[src/rtl/counter_compare_n_pkg.sv]
// Shared types and default sizing for the counter_compare_n block.
// Holds the two-state FSM encoding used by the top level.
package counter_compare_n_pkg;

    typedef enum logic [0:0] {
        IDLE = 1'b0,
        RUN  = 1'b1
    } state_t;

    localparam int DEF_WIDTH = 16;
    localparam int DEF_NCH   = 4;

endpackage

[src/rtl/counter_compare_n_if.sv]
// Control/compare bus of counter_compare_n: run control and load requests in, counter status out.
// No flow control; every request is a single-cycle pulse sampled on the rising edge.
interface counter_compare_n_if
    import counter_compare_n_pkg::*;
#(
    parameter int WIDTH = DEF_WIDTH,
    parameter int NCH   = DEF_NCH
);
    logic                 start;
    logic                 stop;
    logic                 load;
    logic [WIDTH-1:0]     period;
    logic [NCH*WIDTH-1:0] on_val;
    logic [NCH*WIDTH-1:0] off_val;
    logic [WIDTH-1:0]     count;
    logic [NCH-1:0]       ch_out;
    logic                 wrap;
    logic                 running;
    logic                 load_ack;

    modport master (
        output start, stop, load, period, on_val, off_val,
        input  count, ch_out, wrap, running, load_ack
    );

    modport slave (
        input  start, stop, load, period, on_val, off_val,
        output count, ch_out, wrap, running, load_ack
    );
endinterface

[src/rtl/counter_compare_n_window_compare.sv]
// One compare channel: registered (on <= count < off) test, forced low when en is low.
// Latency 1 cycle behind count; no backpressure.
module window_compare
    import counter_compare_n_pkg::*;
#(
    parameter int WIDTH = DEF_WIDTH
) (
    input  logic             clk,
    input  logic             rst_n,
    input  logic             en,
    input  logic [WIDTH-1:0] count,
    input  logic [WIDTH-1:0] on,
    input  logic [WIDTH-1:0] off,
    output logic             match
);

    // An empty window (on >= off) can never satisfy both bounds, so it stays low naturally.
    always_ff @(posedge clk) begin
        if (!rst_n) begin
            match <= 1'b0;
        end else begin
            match <= en && (count >= on) && (count < off);
        end
    end

endmodule

[src/rtl/counter_compare_n.sv]
// Period counter with NCH window-compare channels and shadow-loaded period/thresholds.
// Outputs registered, compare results one cycle behind count; no backpressure, requests are pulses.
module counter_compare_n
    import counter_compare_n_pkg::*;
#(
    parameter int WIDTH   = DEF_WIDTH,
    parameter int NCH     = DEF_NCH,
    parameter int ONESHOT = 0
) (
    input  logic               clk,
    input  logic               rst_n,
    counter_compare_n_if.slave bus
);

    localparam bit ONE_RUN = (ONESHOT != 0);

    state_t               state;
    logic [WIDTH-1:0]     cnt;
    logic [WIDTH-1:0]     act_per;
    logic [WIDTH-1:0]     stg_per;
    logic [NCH*WIDTH-1:0] act_on;
    logic [NCH*WIDTH-1:0] act_off;
    logic [NCH*WIDTH-1:0] stg_on;
    logic [NCH*WIDTH-1:0] stg_off;
    logic                 pend;
    logic                 wrap_q;
    logic                 ack_q;
    logic [NCH-1:0]       ch;

    logic at_end;
    logic begin_run;
    logic run_go;
    logic apply;

    assign at_end    = (cnt == act_per);
    assign begin_run = (state == IDLE) && bus.start && !bus.stop;
    // run_go is true only when the next cycle is still a RUN cycle.
    assign run_go    = (state == RUN) && !bus.stop && !(ONE_RUN && at_end);
    assign apply     = (state == RUN) && !bus.stop && at_end && !ONE_RUN && pend;

    always_ff @(posedge clk) begin
        if (!rst_n) begin
            state   <= IDLE;
            cnt     <= '0;
            act_per <= '0;
            stg_per <= '0;
            act_on  <= '0;
            act_off <= '0;
            stg_on  <= '0;
            stg_off <= '0;
            pend    <= 1'b0;
            wrap_q  <= 1'b0;
            ack_q   <= 1'b0;
        end else begin
            wrap_q <= 1'b0;
            ack_q  <= 1'b0;

            if (bus.load) begin
                stg_per <= bus.period;
                stg_on  <= bus.on_val;
                stg_off <= bus.off_val;
            end

            case (state)
                IDLE: begin
                    if (begin_run) begin
                        act_per <= bus.period;
                        act_on  <= bus.on_val;
                        act_off <= bus.off_val;
                        cnt     <= '0;
                        state   <= RUN;
                    end
                end
                RUN: begin
                    if (bus.stop) begin
                        state <= IDLE;
                        cnt   <= '0;
                    end else if (at_end) begin
                        cnt    <= '0;
                        wrap_q <= 1'b1;
                        if (ONE_RUN) begin
                            state <= IDLE;
                        end else if (pend) begin
                            // Staging is read before any same-cycle load overwrites it.
                            act_per <= stg_per;
                            act_on  <= stg_on;
                            act_off <= stg_off;
                            ack_q   <= 1'b1;
                        end
                    end else begin
                        cnt <= cnt + 1'b1;
                    end
                end
                default: state <= IDLE;
            endcase

            if (begin_run) begin
                pend <= 1'b0;
            end else if (bus.load) begin
                pend <= 1'b1;
            end else if (apply) begin
                pend <= 1'b0;
            end
        end
    end

    for (genvar i = 0; i < NCH; i++) begin : g_ch
        window_compare #(
            .WIDTH(WIDTH)
        ) u_win (
            .clk   (clk),
            .rst_n (rst_n),
            .en    (run_go),
            .count (cnt),
            .on    (act_on[i*WIDTH +: WIDTH]),
            .off   (act_off[i*WIDTH +: WIDTH]),
            .match (ch[i])
        );
    end

    assign bus.count    = cnt;
    assign bus.ch_out   = ch;
    assign bus.wrap     = wrap_q;
    assign bus.running  = (state == RUN);
    assign bus.load_ack = ack_q;

endmodule

[src/flat_wrapper.sv]
// flat-port wrapper written by rule: the top's interface ports become plain ports
module counter_compare_n_flat import counter_compare_n_pkg::*;
#(
    parameter int WIDTH   = DEF_WIDTH,
    parameter int NCH     = DEF_NCH,
    parameter int ONESHOT = 0
)
  (clk, rst_n, bus_start, bus_stop, bus_load, bus_period, bus_on_val, bus_off_val, bus_count, bus_ch_out, bus_wrap, bus_running, bus_load_ack);
  counter_compare_n_if #(.WIDTH(WIDTH), .NCH(NCH)) bus_i ();
  input  logic clk;
  input  logic rst_n;
  input wire logic [$bits(bus_i.start)-1:0] bus_start;
  input wire logic [$bits(bus_i.stop)-1:0] bus_stop;
  input wire logic [$bits(bus_i.load)-1:0] bus_load;
  input wire logic [$bits(bus_i.period)-1:0] bus_period;
  input wire logic [$bits(bus_i.on_val)-1:0] bus_on_val;
  input wire logic [$bits(bus_i.off_val)-1:0] bus_off_val;
  output wire logic [$bits(bus_i.count)-1:0] bus_count;
  output wire logic [$bits(bus_i.ch_out)-1:0] bus_ch_out;
  output wire logic [$bits(bus_i.wrap)-1:0] bus_wrap;
  output wire logic [$bits(bus_i.running)-1:0] bus_running;
  output wire logic [$bits(bus_i.load_ack)-1:0] bus_load_ack;
  assign bus_i.start = bus_start;
  assign bus_i.stop = bus_stop;
  assign bus_i.load = bus_load;
  assign bus_i.period = bus_period;
  assign bus_i.on_val = bus_on_val;
  assign bus_i.off_val = bus_off_val;
  assign bus_count = bus_i.count;
  assign bus_ch_out = bus_i.ch_out;
  assign bus_wrap = bus_i.wrap;
  assign bus_running = bus_i.running;
  assign bus_load_ack = bus_i.load_ack;
  counter_compare_n #(.WIDTH(WIDTH), .NCH(NCH), .ONESHOT(ONESHOT)) u_core (.clk(clk), .rst_n(rst_n), .bus(bus_i));
endmodule
[config.mk]
export PLATFORM = sky130hd
export DESIGN_NAME = counter_compare_n_flat
export DESIGN_NICKNAME = d
export VERILOG_FILES = /design/src/rtl/counter_compare_n_pkg.sv /design/src/rtl/counter_compare_n_if.sv /design/src/rtl/counter_compare_n_window_compare.sv /design/src/rtl/counter_compare_n.sv /design/src/flat_wrapper.sv
export SDC_FILE = /design/constraint.sdc
export NUM_CORES = 1
export LEC_CHECK = 0
export ABC_CLOCK_PERIOD_IN_PS = 3300
export CAP_MARGIN = 20
export CORE_UTILIZATION = 45
export DETAILED_ROUTE_END_ITERATION = 16
export PLACE_DENSITY = 0.71
export SETUP_SLACK_MARGIN = 0.2
export SLEW_MARGIN = 10
export SYNTH_ARGS = -nofsm -noshare
export SYNTH_HDL_FRONTEND = slang
export SYNTH_SLANG_ARGS = --single-unit
[constraint.sdc]
create_clock -name clk -period 3.3 [get_ports clk]
set_input_delay 0.825 -clock clk [delete_from_list [all_inputs] [get_ports clk]]
set_output_delay 0.825 -clock clk [all_outputs]
set_load 0.005 [all_outputs]
==> results of run 1 <==
## area by class of cell
type | count | area, sq um | share of cell area [%]
antenna | 2 | 5.00 | 0.0256
multi-input combinational | 1130 | 9020 | 46.1
clock buffer | 54 | 1090 | 5.57
clock inverter | 8 | 92.6 | 0.474
sequential | 312 | 6250 | 32.0
tap | 461 | 577 | 2.95
timing repair buffer | 201 | 2040 | 10.5
inverter | 126 | 473 | 2.42
## kinds of logic after synthesis
logic type	after synthesis	share of synthesized area, %
multiplexers	288	17.8
AND/OR/NAND/NOR	423	13.0
buffers and inverters	234	5.73
adder cells (fa/ha/maj)	125	9.66
XOR/XNOR	18	0.974
flip-flops	312	38.6
AO/OA/AOI/OAI	276	14.3
## flip-flops by register name (all words and copies together) (netlist names)
register	cells
u_core.bus.running	1
u_core.bus.load_ack	1
u_core.pend	1
u_core.stg_off	64
u_core.bus.wrap	1
u_core.bus.count	16
u_core.act_per	16
u_core.stg_per	16
u_core.act_on	64
u_core.act_off	64
u_core.stg_on	64
u_core.g_ch.u_win.match	4
## Yosys cell counts, drive strengths merged (12+ instances only)
cell      n  area (sq um)
nand3    17          85.1
nor2b   151           945
o21ai    19          95.1
o211a   145          1450
nand2   182           683
xor2     16           140
mux2i   288          2880
ha      125          1560
nor2     27           101
nand4    12          75.1
clkbuf   55           206
dfxtp   312          6250
a21oi    41           205
a211oi   13          97.6
inv     126           473
buf      53           248
a21o     22           165
## critical path: stages, from the launching register on
cell and delay (ns):
dfxtp_1 0.33, xor2_1 0.15, nor4_1 0.45, nand4_1 0.32, o31ai_4 0.41, buf_12 0.27, buf_12 0.31, nand2_1 0.11
o211a_1 0.14
## power by group through the flow
stage / sequential, mW / clock (mW) / combinational (mW)
floorplan: 4.17 / 0 / 0.784
global placement: 4.20 / 0 / 1.14
detailed placement: 4.20 / 0 / 1.18
CTS: 4.12 / 4.01 / 1.18
global route: 4.15 / 4.20 / 1.30
finish: 4.13 / 3.93 / 1.17
## cell usage in the layout, fill, tap and decap left out, drive strengths merged, types with 13 or more instances in the layout
master / count
a211oi: 13
o211a: 145
ha: 125
a21oi: 41
o21ai: 19
dfxtp: 312
buf: 30
clkbuf: 55
a21o: 22
inv: 126
nand2: 182
clkdlybuf4s50: 169
nor2: 27
nor2b: 151
nand3: 17
xor2: 16
mux2i: 288
## routing by layer
layer | up-vias | track usage [%]
met5 | - | 0
met4 | 2 | 6.56
met3 | 63 | 3.23
met2 | 292 | 36.0
met1 | 5765 | 28.7
li1 | 6105 | -
## final timing paths
| check | slack (ns) | from | depth (start not counted) | to |
|---|---|---|---|---|
| setup reg to reg | 0.63 | u_core.act_per[9]$_SDFFE_PN0P_ | 8 | u_core.act_off[21]$_SDFFE_PN0P_ |
| hold reg to reg | 0.50 | u_core.act_off[6]$_SDFFE_PN0P_ | 1 | u_core.act_off[6]$_SDFFE_PN0P_ |
| hold / removal | 0.50 | u_core.act_off[6]$_SDFFE_PN0P_ | 1 | u_core.act_off[6]$_SDFFE_PN0P_ |
| setup / recovery | 0.63 | u_core.act_per[9]$_SDFFE_PN0P_ | 8 | u_core.act_off[21]$_SDFFE_PN0P_ |
==> summary.txt, run 1 <==
Global route
  – Total gr overflow: 0
  – Vias in the first global route: 12.0k
  – Largest net degree at the start of global routing: 215
  – Global-route wire length before repair: 63.2 mm
  – Antenna violations before repair: 3
  – GRT Total Usage: 21.6%

Finish
  – Proportion of layout cells with a drive suffix above 1: 4.92%
  – Fin cells: 2294
  – Nets: 2080
  – Final instance area: 19600 sq um
  – Area grow syn2layout: 20.7%
  – Final design utilization: 55.1%
  – # fillers: 3098

Routing
  – Met3 routed WL: 2.10 mm
  – WL met1: 18.3 mm
  – Via count: 12.2k
  – Final Routed Wirelength: 39.6 mm
  – WL/cell: 17.3 um
  – # DRC: 0
  – DR vias/cell: 5.33
  – Initial DRC count: 668
  – DRT Pass-1 Iters: 9
  – Top sig layer: met5
  – Post-route antenna net violation count: 0
  – WL met2: 18.2 mm

STA
  – RSZ-0062 raised after global routing: no
  – Slew Limit Fails: 0
  – Setup ws final: 0.635 ns
  – Post-layout minimum cycle time: 2.67 ns
  – Crit share post-route: 80.8%
  – Worst rel slew slack: 40.1%
  – Setup Skew: 0.0117 ns
  – Hold slack: 0.497 ns
  – Final setup violation count: 0
  – Final Hold Vio Count: 0
  – Worst-Margin Slew: 0.899 ns
  – Max Freq: 375 MHz
  – Final setup TNS: 0 ns

Power and ir drop
  – Register share of total power: 44.7%
  – Combinational Power Share: 12.7%
  – Leakage: 9.51 nW
  – Clock power share: 42.6%
  – Sw Ratio: 23.8%
  – Tot Pwr: 9.23 mW
  – Int Pwr: 7.03 mW
  – PwrDens: 472 nW/um^2
  – Psw: 2.19 mW
  – Worst VDD drop: 0.317 mV

Setup path
  – Startpoint types: flip-flop
  – CP Data Required Time: 3.69 ns
  – Critical Path Fanout Max: 83
  – Crit Path Category: reg2reg
  – Setup crit end kind: flip-flop
  – WP data arrival: 3.06 ns

Floorplanning
  – Chip Width: 192 um
  – Die area: 36700 sq um
  – Row count: 69
  – Core ar.: 35500 sq um
  – Die H: 192 um
  – Initial Utilization: 45.6%
  – Boundary pin count: 172

CTS
  – Clock Path Buffers: 3
  – TritonCTS clock tree: done
  – CTS root buf: clkbuf_16
  – Resize count post-CTS: 0
  – CTS Buf Count: 35
  – CTS sink cnt: 312
  – Clk slew on worst S/H paths: 0.06 ns
  – Clock Latency Late Sink: 0.51 ns
  – Hold_buf cts: 0
  – H-tree depth: 2
  – Post-CTS Setup Inserts: 0

Yosys
  – Synth warn: 0
  – Number of library cell types mapped by synthesis: 45
  – Mapped Area: 16200 sq um
  – Seq/Total Area, Yosys: 38.6%
  – Syn Nets: 1950
  – Cell count after synthesis: 1676
  – Synthesized area per cell: 9.66 sq um
  – Ys flop type: dfxtp_1
  – Async SR Flop Fraction: 0%
  – Synth Register Bits: 312
  – Post-synth EDFFs: 0

Job
  – Max_cap viols: 0

Placed design
  – Placer Congestion: 0.817
  – Detailed Place HPWL: 26.1 mm
  – Buffers added on ports: 171
  – Post-placement cell count: 2230
  – Area after DPL: 18400 sq um
  – Worst slack, placed: 0.522 ns

Min path
  – Hold Crit Class: reg2reg

Run status
  – Status: complete, no violations
Note: power is estimated with default switching activity, not from simulation.
==> run 2: changes to the inputs <==
--- a/config.mk
+++ b/config.mk
@@ -5,7 +5,7 @@
 export SDC_FILE = /design/constraint.sdc
 export NUM_CORES = 1
 export LEC_CHECK = 0
-export ABC_CLOCK_PERIOD_IN_PS = 3300
+export ABC_CLOCK_PERIOD_IN_PS = 2500
 export CAP_MARGIN = 20
 export CORE_UTILIZATION = 45
 export DETAILED_ROUTE_END_ITERATION = 16
==> constraint.sdc (replaced) <==
create_clock -name clk -period 2.5 [get_ports clk]
set_input_delay 0.625 -clock clk [delete_from_list [all_inputs] [get_ports clk]]
set_output_delay 0.625 -clock clk [all_outputs]
set_load 0.005 [all_outputs]
==> run 2 against run 1 <==
  * Combinational power up 42%
  * The flow now finishes with violations (DRC)
  * Maximum frequency up 10%
  * Critical path depth up 1
  * Largest power group unchanged
  * Largest cell class unchanged
  * Clock skew up 0.0066 ns
  * Worst hold slack worse by 0.087 ns
  * Total power up 30%
  * First-iteration DRC count down 5.5%
  * Global-route usage about the same
==> summary.txt, run 2 (synthesized netlist as in run 1, its figures left out) <==
STA
  – Final Hold Vio Count: 0 (unchanged)
  – Max Freq: 413 MHz (was 375 MHz)
  – Slew Limit Fails: 0 (unchanged)
  – Setup ws final: 0.0787 ns (was 0.635 ns)
  – Setup Skew: 0.0182 ns (was 0.0117 ns)
  – Worst rel slew slack: 42.5% (was 40.1%)
  – Final setup TNS: 0 ns (unchanged)
  – Final setup violation count: 0 (unchanged)
  – Crit share post-route: 96.9% (was 80.8%)
  – RSZ-0062 raised after global routing: yes (was no)
  – Post-layout minimum cycle time: 2.42 ns (was 2.67 ns)
  – Worst-Margin Slew: 0.862 ns (was 0.899 ns)

Setup path
  – WP data arrival: 2.87 ns (was 3.06 ns)
  – CP Data Required Time: 2.95 ns (was 3.69 ns)
  – FF-to-FF End: u_core.act_per[8]$_SDFFE_PN0P_ (was u_core.act_off[21]$_SDFFE_PN0P_)
  – Critical Path Fanout Max: 24 (was 83)
  – Startpoint types: flip-flop (unchanged)
  – R2R cell count: 9 (was 8)
  – Setup crit end kind: flip-flop (unchanged)
  – Reg2reg start: u_core.bus.count[14]$_SDFFE_PN0P_ (was u_core.act_per[9]$_SDFFE_PN0P_)
  – Worst reg-to-reg setup slack: 0.08 ns (was 0.63 ns)
  – Crit Path Category: reg2reg (unchanged)

Placed design
  – Detailed Place HPWL: 27.4 mm (was 26.1 mm)
  – Buffers added on ports: 171 (unchanged)
  – Placer Congestion: 0.885 (was 0.817)
  – Worst slack, placed: -0.0242 ns (was 0.522 ns)

Floorplanning
  – Boundary pin count: 172 (unchanged)
  – Row count: 69 (unchanged)
  – Chip Width: 192 um (unchanged)
  – Core ar.: 35500 sq um (unchanged)
  – Initial Utilization: 45.6% (unchanged)
  – Die area: 36700 sq um (unchanged)
  – Die H: 192 um (unchanged)

Routing
  – Via count: 12.5k (was 12.2k)
  – Final Routed Wirelength: 41.2 mm (was 39.6 mm)
  – WL/cell: 17.6 um (was 17.3 um)
  – DRT Pass-1 Iters: 11 (was 9)
  – # DRC: 8 (was 0)
  – Post-route antenna net violation count: 0 (unchanged)
  – Initial DRC count: 631 (was 668)
  – DR vias/cell: 5.36 (was 5.33)

CTS
  – Clock Path Buffers: 3 (unchanged)
  – H-tree depth: 2 (unchanged)
  – CTS sink cnt: 312 (unchanged)
  – Clk slew on worst S/H paths: 0.06 ns (about the same)
  – Clock Latency Late Sink: 0.51 ns (about the same)
  – TritonCTS clock tree: done (unchanged)
  – CTS root buf: clkbuf_16 (unchanged)
  – CTS Buf Count: 35 (unchanged)

Run status
  – Status: complete, but fails checks (was complete, no violations)
  – Failing checks: DRC

Min path
  – Min-delay src: rst_n (was u_core.act_off[6]$_SDFFE_PN0P_)
  – Hold Crit Class: in2reg (was reg2reg)
  – Endpoint, Worst Hold: u_core.bus.running$_SDFF_PN0_ (was u_core.act_off[6]$_SDFFE_PN0P_)
  – Hold path cells: 2 (was 1)

Global route
  – Antenna violations before repair: 5 (was 3)
  – Vias in the first global route: 12.2k (was 12.0k)
  – Total gr overflow: 0 (unchanged)
  – Largest net degree at the start of global routing: 214 (was 215)
  – Global-route wire length before repair: 62.7 mm (was 63.2 mm)
  – GRT Total Usage: 21.6% (about the same)

Power and ir drop
  – Tot Pwr: 12.0 mW (was 9.23 mW)
  – PwrDens: 596 nW/um^2 (was 472 nW/um^2)
  – Leakage: 9.83 nW (was 9.51 nW)
  – Worst VDD drop: 0.442 mV (was 0.317 mV)

Finish
  – Proportion of layout cells with a drive suffix above 1: 7.37% (was 4.92%)
  – Area grow syn2layout: 24.8% (was 20.7%)
  – Nets: 2124 (was 2080)
  – Final design utilization: 56.9% (was 55.1%)
  – Commonest cells after routing, fill and taps aside: 306 x dfxtp_1, 288 x mux2i_1, 182 x nand2_1 (was 311 x dfxtp_1, 288 x mux2i_1, 182 x nand2_1)
  – Commonest non-fill, non-tap cell in the layout: dfxtp_1 (unchanged)

Job
  – Max_cap viols: 0 (unchanged)
-- run 2: cell types whose count changed in the layout (fill, tap and decap cells not counted), sizes merged --
cell | previous run | this run
clkdlybuf4s50 | 169 | 168
bufinv | 2 | 1
clkinv | 5 | 6
clkdlybuf4s18 | 1 | 0
buf | 30 | 69
diode | 2 | 3
dlymetal6s2s | 0 | 1
clkbuf | 55 | 58
-- run 2: worst max-delay path by stage --
stage | start | to | cells past startpoint
after global routing | u_core.bus.count[9]$_SDFFE_PN0P_ | u_core.act_off[26]$_SDFFE_PN0P_ | 10
after CTS | u_core.bus.count[10]$_SDFFE_PN0P_ | bus_count[10] | 2
after detailed placement | u_core.bus.count[10]$_SDFFE_PN0P_ | u_core.act_off[46]$_SDFFE_PN0P_ | 8
after floorplan | u_core.bus.count[10]$_SDFFE_PN0P_ | u_core.act_off[56]$_SDFFE_PN0P_ | 9
final | u_core.bus.count[14]$_SDFFE_PN0P_ | u_core.act_per[8]$_SDFFE_PN0P_ | 9
after global placement | bus_stop | u_core.g_ch[2].u_win.match$_SDFF_PN0_ | 6
-- run 2: cell type report --
class                           instances  area (sq um)
Clock inverter                          8          71.3
Timing Repair Buffer                  245          2740
Tap cell                              461           577
Sequential cell                       312          6260
Antenna cell                            3          7.51
Fill cell                            3087         15300
Clock buffer                           51          1020
Inverter                              126           473
Multi-Input combinational cell       1130          9050
-- run 2: where the power goes --
| part | leakage [nW] | internal [mW] | total (mW) | switching [mW] |
|---|---|---|---|---|
| registers | 2.57 | 5.28 | 5.45 | 0.172 |
| clock network | 0.534 | 2.92 | 4.93 | 2.01 |
| logic | 6.72 | 0.889 | 1.66 | 0.773 |
| total | 9.83 | 9.09 | 12.0 | 2.95 |
-- run 2: critical path: stages (launching register included) --
cell,delay (ns)
dfxtp_1,0.34
xor2_1,0.19
nor4_1,0.45
nand4_1,0.19
buf_6,0.17
o31ai_4,0.32
buf_12,0.22
buf_4,0.14
clkbuf_16,0.18
o211a_1,0.15
-- run 2: stage by stage --
step / hold WS [ns] / instance area, sq um / cells
after floorplan: 0.453 / 16200 / 1676
after global placement: 0.480 / 18600 / 2253
after detailed placement: 0.485 / 18600 / 2253
after CTS: 0.383 / 19800 / 2314
after global routing: 0.396 / 20200 / 2335
final: 0.409 / 20200 / 2336
-- run 2: routing by layer --
metal | GRT usage [%] | up-vias | wire (um)
met4 | 7.84 | 4 | 1230
met1 | 27.7 | 5906 | 18700
li1 | - | 6216 | -
met5 | 0 | - | 34
met3 | 3.87 | 81 | 2090
met2 | 36.0 | 309 | 19100
-- run 2: timing repair --
action	CTS	global route
pin swaps	2	2
setup endpoints to repair	150	148
gates cloned	0	9
setup buffers	2	10
hold buffers	0	0
resized for setup	29	29
hold endpoints to repair	0	0
